==> src/rtl/accel_count_if.sv <==
// Bus between the accelerometer timing processor / computer side (master)
// and the velocity-increment accumulator (slave).
interface accel_count_if #(
   parameter int unsigned WIDTH = 15
);
   logic             W4;
   logic             CNT_UP;
   logic             CNT_DN;
   logic             HALT;
   logic             RD_REQ;
   logic             SHIFT;
   logic             SER_OUT;
   logic             RD_BUSY;
   logic             RD_DONE;
   logic             OVF;
   logic [WIDTH-1:0] CNT;

   modport master (
      output W4, CNT_UP, CNT_DN, HALT, RD_REQ, SHIFT,
      input  SER_OUT, RD_BUSY, RD_DONE, OVF, CNT
   );

   modport slave (
      input  W4, CNT_UP, CNT_DN, HALT, RD_REQ, SHIFT,
      output SER_OUT, RD_BUSY, RD_DONE, OVF, CNT
   );
endinterface

==> src/rtl/accel_count_reg.sv <==
// Velocity-increment accumulator: counts W4-phase up/down requests, and on read
// snapshots {OVF, CNT} into a shift register and streams it out LSB first.
module accel_count_reg #(
   parameter int unsigned WIDTH = 15
) (
   input  logic        SIM_CLK,
   input  logic        SIM_RST,
   accel_count_if.slave bus
);
   localparam int unsigned BCW = $clog2(WIDTH + 1);

   typedef enum logic [1:0] {
      IDLE,
      SHIFTING,
      DONE
   } state_t;

   state_t           state, state_nxt;
   logic [WIDTH-1:0] cnt, cnt_base, cnt_nxt;
   logic             ovf;
   logic [WIDTH:0]   sr;
   logic [BCW-1:0]   bit_cnt;
   logic             cnt_en, snap, wrap, last_bit;

   assign cnt_en   = bus.W4 & ~bus.HALT & (bus.CNT_UP ^ bus.CNT_DN);
   assign snap     = (state == IDLE) & bus.RD_REQ;
   assign last_bit = (bit_cnt == BCW'(WIDTH));

   // Snapshot and clear share one edge: the request of that cycle lands on zero.
   assign cnt_base = snap ? '0 : cnt;

   always_comb begin
      cnt_nxt = cnt_base;
      if (cnt_en)
         cnt_nxt = bus.CNT_UP ? cnt_base + WIDTH'(1) : cnt_base - WIDTH'(1);
   end

   // Flags crossings of both the signed (0x3FFF/0x4000) and modulo (0x7FFF/0x0000) boundaries.
   assign wrap = cnt_en & (bus.CNT_UP ? (&cnt[WIDTH-2:0]) : ~(|cnt[WIDTH-2:0]));

   always_ff @(posedge SIM_CLK or negedge SIM_RST) begin
      if (!SIM_RST) begin
         cnt     <= '0;
         ovf     <= 1'b0;
         sr      <= '0;
         bit_cnt <= '0;
      end else begin
         cnt <= cnt_nxt;
         if (snap)
            ovf <= 1'b0;
         else if (wrap)
            ovf <= 1'b1;

         if (snap) begin
            sr      <= {ovf, cnt};
            bit_cnt <= '0;
         end else if ((state == SHIFTING) && bus.SHIFT) begin
            sr      <= {1'b0, sr[WIDTH:1]};
            bit_cnt <= bit_cnt + BCW'(1);
         end
      end
   end

   always_ff @(posedge SIM_CLK or negedge SIM_RST) begin
      if (!SIM_RST)
         state <= IDLE;
      else
         state <= state_nxt;
   end

   always_comb begin
      state_nxt = state;
      case (state)
         IDLE:     if (bus.RD_REQ) state_nxt = SHIFTING;
         SHIFTING: if (bus.SHIFT && last_bit) state_nxt = DONE;
         DONE:     state_nxt = IDLE;
         default:  state_nxt = IDLE;
      endcase
   end

   assign bus.SER_OUT = (state == SHIFTING) ? sr[0] : 1'b0;
   assign bus.RD_BUSY = (state == SHIFTING);
   assign bus.RD_DONE = (state == DONE);
   assign bus.OVF     = ovf;
   assign bus.CNT     = cnt;
endmodule

==> src/flat_wrapper.sv <==
// flat-port wrapper written by rule: the top's interface ports become plain ports
module accel_count_reg_flat 
#(
   parameter int unsigned WIDTH = 15
)
  (SIM_CLK, SIM_RST, bus_W4, bus_CNT_UP, bus_CNT_DN, bus_HALT, bus_RD_REQ, bus_SHIFT, bus_SER_OUT, bus_RD_BUSY, bus_RD_DONE, bus_OVF, bus_CNT);
  accel_count_if #(.WIDTH(WIDTH)) bus_i ();
  input  logic SIM_CLK;
  input  logic SIM_RST;
  input wire logic [$bits(bus_i.W4)-1:0] bus_W4;
  input wire logic [$bits(bus_i.CNT_UP)-1:0] bus_CNT_UP;
  input wire logic [$bits(bus_i.CNT_DN)-1:0] bus_CNT_DN;
  input wire logic [$bits(bus_i.HALT)-1:0] bus_HALT;
  input wire logic [$bits(bus_i.RD_REQ)-1:0] bus_RD_REQ;
  input wire logic [$bits(bus_i.SHIFT)-1:0] bus_SHIFT;
  output wire logic [$bits(bus_i.SER_OUT)-1:0] bus_SER_OUT;
  output wire logic [$bits(bus_i.RD_BUSY)-1:0] bus_RD_BUSY;
  output wire logic [$bits(bus_i.RD_DONE)-1:0] bus_RD_DONE;
  output wire logic [$bits(bus_i.OVF)-1:0] bus_OVF;
  output wire logic [$bits(bus_i.CNT)-1:0] bus_CNT;
  assign bus_i.W4 = bus_W4;
  assign bus_i.CNT_UP = bus_CNT_UP;
  assign bus_i.CNT_DN = bus_CNT_DN;
  assign bus_i.HALT = bus_HALT;
  assign bus_i.RD_REQ = bus_RD_REQ;
  assign bus_i.SHIFT = bus_SHIFT;
  assign bus_SER_OUT = bus_i.SER_OUT;
  assign bus_RD_BUSY = bus_i.RD_BUSY;
  assign bus_RD_DONE = bus_i.RD_DONE;
  assign bus_OVF = bus_i.OVF;
  assign bus_CNT = bus_i.CNT;
  accel_count_reg #(.WIDTH(WIDTH)) u_core (.SIM_CLK(SIM_CLK), .SIM_RST(SIM_RST), .bus(bus_i));
endmodule
==> config.mk <==
export PLATFORM = sky130hd
export DESIGN_NAME = accel_count_reg_flat
export DESIGN_NICKNAME = d
export VERILOG_FILES = /design/src/rtl/accel_count_if.sv /design/src/rtl/accel_count_reg.sv /design/src/flat_wrapper.sv
export SDC_FILE = /design/constraint.sdc
export NUM_CORES = 1
export LEC_CHECK = 0
export ABC_AREA = 0
export ABC_CLOCK_PERIOD_IN_PS = 7200
export BUFFER_PORTS_ARGS = -buffer_cell sky130_fd_sc_hd__buf_2
export CORE_MARGIN = 8
export CORE_UTILIZATION = 57
export DETAILED_ROUTE_END_ITERATION = 6
export PLACE_DENSITY = 0.81
export SYNTH_ARGS = -nofsm -noshare
export SYNTH_HDL_FRONTEND = slang
export SYNTH_SLANG_ARGS = --single-unit
==> constraint.sdc <==
create_clock -name SIM_CLK -period 7.2 [get_ports SIM_CLK]
set_input_delay 1.44 -clock SIM_CLK [delete_from_list [all_inputs] [get_ports SIM_CLK]]
set_output_delay 1.44 -clock SIM_CLK [all_outputs]
set_load 0.02 [all_outputs]
== After elaboration in Yosys (flattened, before gate mapping) ==
Cells that the tools add are included.
Storage, ports and cells
  register bits: 38
  input port bits: 8
  output and inout bits: 19
Cells by class
  add/sub/neg operators: 3
  eq/ne operators: 5
  muxes and demuxes: 14
  bitwise operators: 7
  reduce and logical (&&, ||, !) cells: 8
Operators by type and width (number)
  $mux 15: 3
  $mux 16: 2
  $add 15x1->15 const B: 1
  $sub 15x1->15 const B: 1
  $reduce_and 14->1: 1
  $reduce_or 14->1: 1
  $mux 4: 2
  $add 4x1->4 const B: 1
  $and 1x1->1: 4
  $eq 4x4->1 const B: 1
  $mux 1: 4
  $mux 2: 2
  $pmux 2 s2: 1
  $reduce_bool 2->1: 2
  $eq 2x1->1 const B: 1
  $eq 2x2->1 const B: 1
  $logic_and 1x1->1: 2
  $logic_not 2->1: 1
  $ne 2x1->1 const B: 1
  $ne 2x2->1 const B: 1
  $not 1->1: 2
  $reduce_and 2->1: 1
  $xor 1x1->1: 1

== Depth between registers and ports, before layout ==
Gate-level depths: netlist of run 1.
  depth after elaboration: 6
  mapped depth: 13

== Worst setup path before layout of run 1 ==
Ideal clock, no wire load.
  path kind: input -> register
  from: input port bus_RD_REQ
  to: register u_core.cnt[12], in the netlist u_core.bus.CNT[12]
  data arrival time: 3.474 ns
  setup slack: 3.591 ns
  stages on the path: 12
  cells stage by stage: and2_1 clkbuf_1 clkbuf_1 nor2b_1 ha_1 clkbuf_1 a21oi_1 o21ai_0 and3_1 a311oi_1 xor2_1 o21ai_0
On the way
  word-level cells in the longest chain between the ends: 5
RTL lines
  start, declared: RTL line flat_wrapper.sv:14  | input wire logic [$bits(bus_i.RD_REQ)-1:0] bus_RD_REQ;
  $and 1x1->1 *: RTL line accel_count_reg.sv:26  | assign snap = (state == IDLE) & bus.RD_REQ;
  $mux 15 *: RTL line accel_count_reg.sv:30  | assign cnt_base = snap ? '0 : cnt;
  $sub 15x1->15 / $add 15x1->15 (equally long branches): RTL line accel_count_reg.sv:35  | cnt_nxt = bus.CNT_UP ? cnt_base + WIDTH'(1) : cnt_base - WIDTH'(1);
  $mux 15: RTL line accel_count_reg.sv:35
  $mux 15 *: RTL line accel_count_reg.sv:34  | if (cnt_en)
  net u_core.cnt_nxt[12]: RTL line accel_count_reg.sv:19  | logic [WIDTH-1:0] cnt, cnt_base, cnt_nxt;
  end signal, assigned: RTL line accel_count_reg.sv:48  | cnt <= cnt_nxt;
  end, declared: RTL line accel_count_reg.sv:19
The timed path passes the listed nets; every way through them passes the cells marked *.
A chain may end at the register's enable or synchronous reset.

== Final worst setup path of run 1 ==
  from: input port bus_RD_REQ
  to: register u_core.cnt[14], in the netlist u_core.bus.CNT[14]
Same word-level chain as after synthesis.

==> results.yml, run 1 <==
critical_path:
  startpoint_type: "input port"
  cp_data_required_time_ns: 7.41
  arrival_ns: 4.29
  crit_type: "in -> reg"
  endpoint_kind: "flop"
  cp_max_fo: 34
  worstRegToRegCells: 10
sta:
  worst_slew_pin_slew_ns: 1.14
  slew_headroom_pct: 23.9
  fin_crit_ns: 4.07
  hold_viol: 0
  rsz0062_at_grt: "false"
  slew_viol_final: 0
  tns_ns: 0
  finalCritPeriodShare_pct: 56.5
  finClkSkew_ns: 0.00416
  fmax_mhz: 246
  setup-violations-final: 0
floorplan:
  dieArea_mm2: 0.00658
  ioPinCount: 27
  start_util_pct: 59.6
  die_h_um: 81.1
  die_w_um: 81.1
  core_area_mm2: 0.00406
  rows: 23
synthesis:
  ys_seq_area_share_pct: 39.3
  synth_top_cell_area_share_pct: 39.3
  synthCells: 275
  synth_top_area_cell: "dfrtp_1"
  avgSynthCellArea_um2: 8.79
  synth_area_leaders: "dfrtp_1 (39%), nand2_1 (9.5%), ha_1 (8.3%)"
  ys_ff_latch: 38
  syn_nets: 300
  synth_cell_types: 43
  synth_commonest_cells: "nand2_1 (61), dfrtp_1 (38), ha_1 (16)"
  synth_most_common_cell: "nand2_1"
  yosysWarnings: 0
  async_flop_share_pct: 100
  synth_area_mm2: 0.00242
  synth_edf_count: 0
  ys.flop_type: "dfrtp_1"
clock_network:
  cts_hold_buf: 0
  cts.path.max_buffers: 2
  clk_pin_slew_ns: 0.07
  h-tree-depth: 2
  cts_tree: "yes"
  clock_sinks: 38
  cts_buffers: 5
  cts_setup_buffers: 0
  postCtsResizedCells: 0
  clk_latency_ns: 0.29
  cts-root-buf: "clkbuf_8"
outcome:
  status: "complete, no violations"
place:
  place_hpwl_um: 3890
  gp_congestion: 0.891
  io_buffers: 26
  dpl-instance-area_mm2: 0.00257
final_layout:
  drive_above_1_share_pct: 13.1
  antenna_cells: 0
  fin_area_mm2: 0.00266
  area.sequential_um2: 951
  multi_input_area_mm2: 0.00141
  fill_cells: 314
  area_growth_pct: 9.88
  nets: 322
power:
  comb_power_share_pct: 52.3
  irDropWorstVdd_mv: 0.162
  switching_share_pct: 45.2
  p_int_mw: 0.612
  leakage_nw: 1.32
  p_per_area_mw_per_mm2: 420
  sequentialPowerShare_pct: 34.3
  pwr-share-clk_pct: 13.5
  switchingPower_mw: 0.504
routing:
  drtAntennaViolNets: 0
  vias: 2037
  drtIter0Drc: 138
  wl_per_cell_um: 15.5
  viasPerCell: 5.85
  routed_wirelength_um: 5400
  drcViolationCount: 0
  firstDrtPassIters: 4
global_routing:
  grt_first_pass_wirelength_um: 9070
  grt_max_degree: 39
  grt_antenna_before_repair: 0
  grt_usage_pct: 17.4
  grt_pass1_vias: 1883
  grt_overflow: 0
worst_hold_path:
  whs_path_depth: 2
  hp-class: "reg -> reg"
run:
  cap_violations: 0
path summary, 6_finish.rpt:
kind                                 start  slack [ns]            endpoint
min in group asynchronous          SIM_RST        1.25   u_core.bus.CNT[1]
min reg2reg                   u_core.sr[8]        0.49        u_core.sr[8]
max                             bus_RD_REQ        3.13  u_core.bus.CNT[14]
min                           u_core.sr[8]        0.49        u_core.sr[8]
max reg2reg                u_core.state[1]        3.80  u_core.bus.CNT[14]
max in group asynchronous          SIM_RST        5.42       u_core.sr[15]
final cells by class:
type / instances / share of cell area, %
repair buffers: 26 / 4.90
multi-input cells: 222 / 53.0
clock buffers: 7 / 3.25
clock inverters: 1 / 0.188
flip-flops and latches: 38 / 35.8
well taps: 50 / 2.35
inverters: 4 / 0.565
state kept, by name, indices dropped and copies added (netlist names):
name,count
u_core.bus.OVF,1
u_core.bit_cnt,4
u_core.state,2
u_core.sr,16
u_core.bus.CNT,15
layer usage:
layer	track usage, %	vias to the layer above	wire, µm
met5	0	-	0
met4	8.04	0	91
met3	2.76	6	232
met2	25.3	51	2430
met1	24.5	955	2650
li1	-	1025	-
worst max-delay path, cell delays in order:
cell and delay (ns):
buf_2 0.09, and2_1 0.87, nor2b_1 0.16, ha_1 0.40
nor2b_1 0.17, o21bai_1 0.18, a31oi_1 0.18, a31oi_1 0.29
mux2_2 0.36, o2bb2ai_1 0.14
cell usage in the layout (no fill, tap or decap), types with 2 or more instances in the layout:
cell,instances
nand3_1,2
xor2_1,11
inv_1,4
a31oi_1,4
nand2b_1,2
clkbuf_8,6
nor2_1,11
a21o_1,5
and2_1,3
nor4_1,5
o21ai_1,2
dfrtp_1,38
a22oi_1,14
o22ai_1,3
xnor2_1,7
nand2_1,61
o21ai_0,15
mux2_2,2
buf_2,26
nor3_1,3
a21oi_1,12
ha_1,16
nor2b_1,15
nand4_1,8
o21a_1,3
stage by stage:
step | cells | hold WS, ns | total power [mW] | worst slack, ns | utilization [%]
2_1_floorplan | 275 | 0.438 | 0.813 | 3.59 | -
3_3_place_gp | 340 | 0.458 | 0.948 | 2.90 | 63.2
3_5_place_dp | 340 | 0.466 | 0.963 | 2.83 | 63.2
4_1_cts | 348 | 0.483 | 1.12 | 3.12 | 65.5
5_1_grt | 348 | 0.501 | 1.20 | 2.85 | 65.5
6_report | 348 | 0.485 | 1.12 | 3.13 | 65.5
cell families (layout without fill, tap and decap cells):
family | Yosys count | count (layout) | share of synthesized area (%)
compound gates | 67 | 67 | 18.1
xor+xnor | 18 | 18 | 6.52
fa+ha+maj | 17 | 17 | 9.10
buf+inv | 15 | 38 | 2.48
flops | 38 | 38 | 39.3
mux | 3 | 3 | 1.35
simple gates | 117 | 117 | 23.2
power groups by stage:
stage	clock network (mW)	registers [mW]	logic, mW
after floorplan	0	0.402	0.410
after global placement	0	0.381	0.567
after detailed placement	0	0.382	0.581
after CTS	0.153	0.380	0.583
after global routing	0.164	0.393	0.648
final	0.150	0.382	0.583
Note: power is estimated with default switching activity, not from simulation.
==> inputs of run 2 (changes only) <==
- ABC_CLOCK_PERIOD_IN_PS: 7200 -> 4100
- clock period: 7.2 -> 4.1 ns (I/O delays scaled with it)
==> results.yml, run 2 (synthesis gave the netlist of run 1 again) <==
clock_network:
  postCtsResizedCells: 0
  cts_tree: "yes"
  cts.path.max_buffers: 2
  cts-root-buf: "clkbuf_8"
  clk_pin_slew_ns: 0.07
  h-tree-depth: 2
  cts_hold_buf: 0
  cts_setup_buffers: 0
  clk_latency_ns: 0.29
  clock_sinks: 38
  cts_buffers: 5
critical_path:
  slowest_stage: "and2_1"
  worst_path_most_repeated_cell: "a31oi_1"
  path_cells: "buf_2, and2_1, nor2b_1, ha_1, nand2_1, o21bai_1, a31oi_1, a31oi_1, mux2_2, o2bb2ai_1"
  cp_max_fo: 16
  arrival_ns: 3.24
  path_buf_inv: 1
  slowest_delay_ns: 0.49
  crit_type: "in -> reg"
  cp_data_required_time_ns: 4.32
  endpoint_kind: "flop"
  startpoint_type: "input port"
  critical-path-top-delay-family: "compound AO/OA/AOI/OAI gates"
place:
  place_hpwl_um: 4090
  io_buffers: 26
  gp_congestion: 0.884
final_layout:
  fin_util_pct: 66.1
  nets: 325
  drive_above_1_share_pct: 14.0
  layout_common_cells: "nand2_1 (61), dfrtp_1 (38), buf_2 (26)"
  area_growth_pct: 10.8
  final_common_cell: "nand2_1"
  antenna_cells: 0
  top_register: "u_core.sr"
  largest_reg_flops: 16
floorplan:
  die_h_um: 81.1
  die_w_um: 81.1
  rows: 23
  dieArea_mm2: 0.00658
  start_util_pct: 59.6
  core_area_mm2: 0.00406
  ioPinCount: 27
routing:
  drcViolationCount: 0
  wl_per_cell_um: 15.5
  vias: 2035
  viasPerCell: 5.80
  firstDrtPassIters: 5
  routed_wirelength_um: 5450
  drtAntennaViolNets: 0
  drtIter0Drc: 133
power:
  leakage_nw: 1.33
  irDropWorstVdd_mv: 0.278
  p_per_area_mw_per_mm2: 732
global_routing:
  grt_first_pass_wirelength_um: 9160
  grt_overflow: 0
  grt_usage_pct: 17.5
  grt_pass1_vias: 1980
  grt_max_degree: 39
  grt_antenna_before_repair: 0
outcome:
  status: "complete, no violations"
sta:
  hold_viol: 0
  fin_crit_ns: 3.02
  rsz0062_at_grt: "false"
  finClkSkew_ns: 0.00504
  tns_ns: 0
  slew_headroom_pct: 37.7
  setup-violations-final: 0
  fmax_mhz: 331
  worst_slew_pin_slew_ns: 0.931
  finalCritPeriodShare_pct: 73.7
  slew_viol_final: 0
run:
  cap_violations: 0
worst_hold_path:
  hp-class: "reg -> reg"
## run 2: final timing paths
path | from | endpoint | slack [ns] | cells after the start
hold / removal | u_core.sr[0] | u_core.sr[0] | 0.48 | 2
min in group asynchronous | SIM_RST | u_core.bus.CNT[14] | 0.62 | 1
setup / recovery | bus_RD_REQ | u_core.bus.CNT[14] | 1.08 | 10
max in group asynchronous | SIM_RST | u_core.sr[12] | 2.96 | 1
setup reg to reg | u_core.state[0] | u_core.bus.CNT[14] | 1.13 | 10
hold reg to reg | u_core.sr[0] | u_core.sr[0] | 0.48 | 2
## run 2: where the power goes
group          internal [mW]  leakage, nW  total (mW)  switching [mW]
clock                  0.136       0.0482       0.263           0.127
sequential             0.522        0.493       0.671           0.149
combinational          0.423        0.792        1.03           0.606
## run 2: stage by stage
step / area (µm²) / hold WS, ns / setup WS [ns] / cells / power, mW
finish: 2680 / 0.478 / 1.08 / 351 / 1.96
global route: 2680 / 0.504 / 0.920 / 351 / 2.13
CTS: 2680 / 0.482 / 1.08 / 351 / 1.97
detailed placement: 2590 / 0.465 / 0.785 / 343 / 1.71
global placement: 2590 / 0.454 / 0.809 / 343 / 1.68
floorplan: 2420 / 0.438 / 1.11 / 275 / 1.43
## run 2: final cells by class
type / instances / area [µm²]
clock buffers: 7 / 86.3
clock inverters: 1 / 5.00
fillers: 321 / 1380
inverters: 4 / 15.0
multi-input cells: 222 / 1410
flip-flops and latches: 38 / 951
well taps: 50 / 62.6
repair buffers: 29 / 153
## run 2: metal layers
layer / GRT usage [%] / wire [µm] / vias to the layer above
met5: 0 / 0 / -
met1: 23.5 / 2620 / 957
li1: - / - / 1024
met3: 2.54 / 239 / 6
met2: 27.9 / 2520 / 48
met4: 6.43 / 59 / 0
## run 2: worst min-delay path, cell delays in order, from the launching register on
cell     delay, ns
dfrtp_1       0.34
nand2_1       0.05
nand2_1       0.06
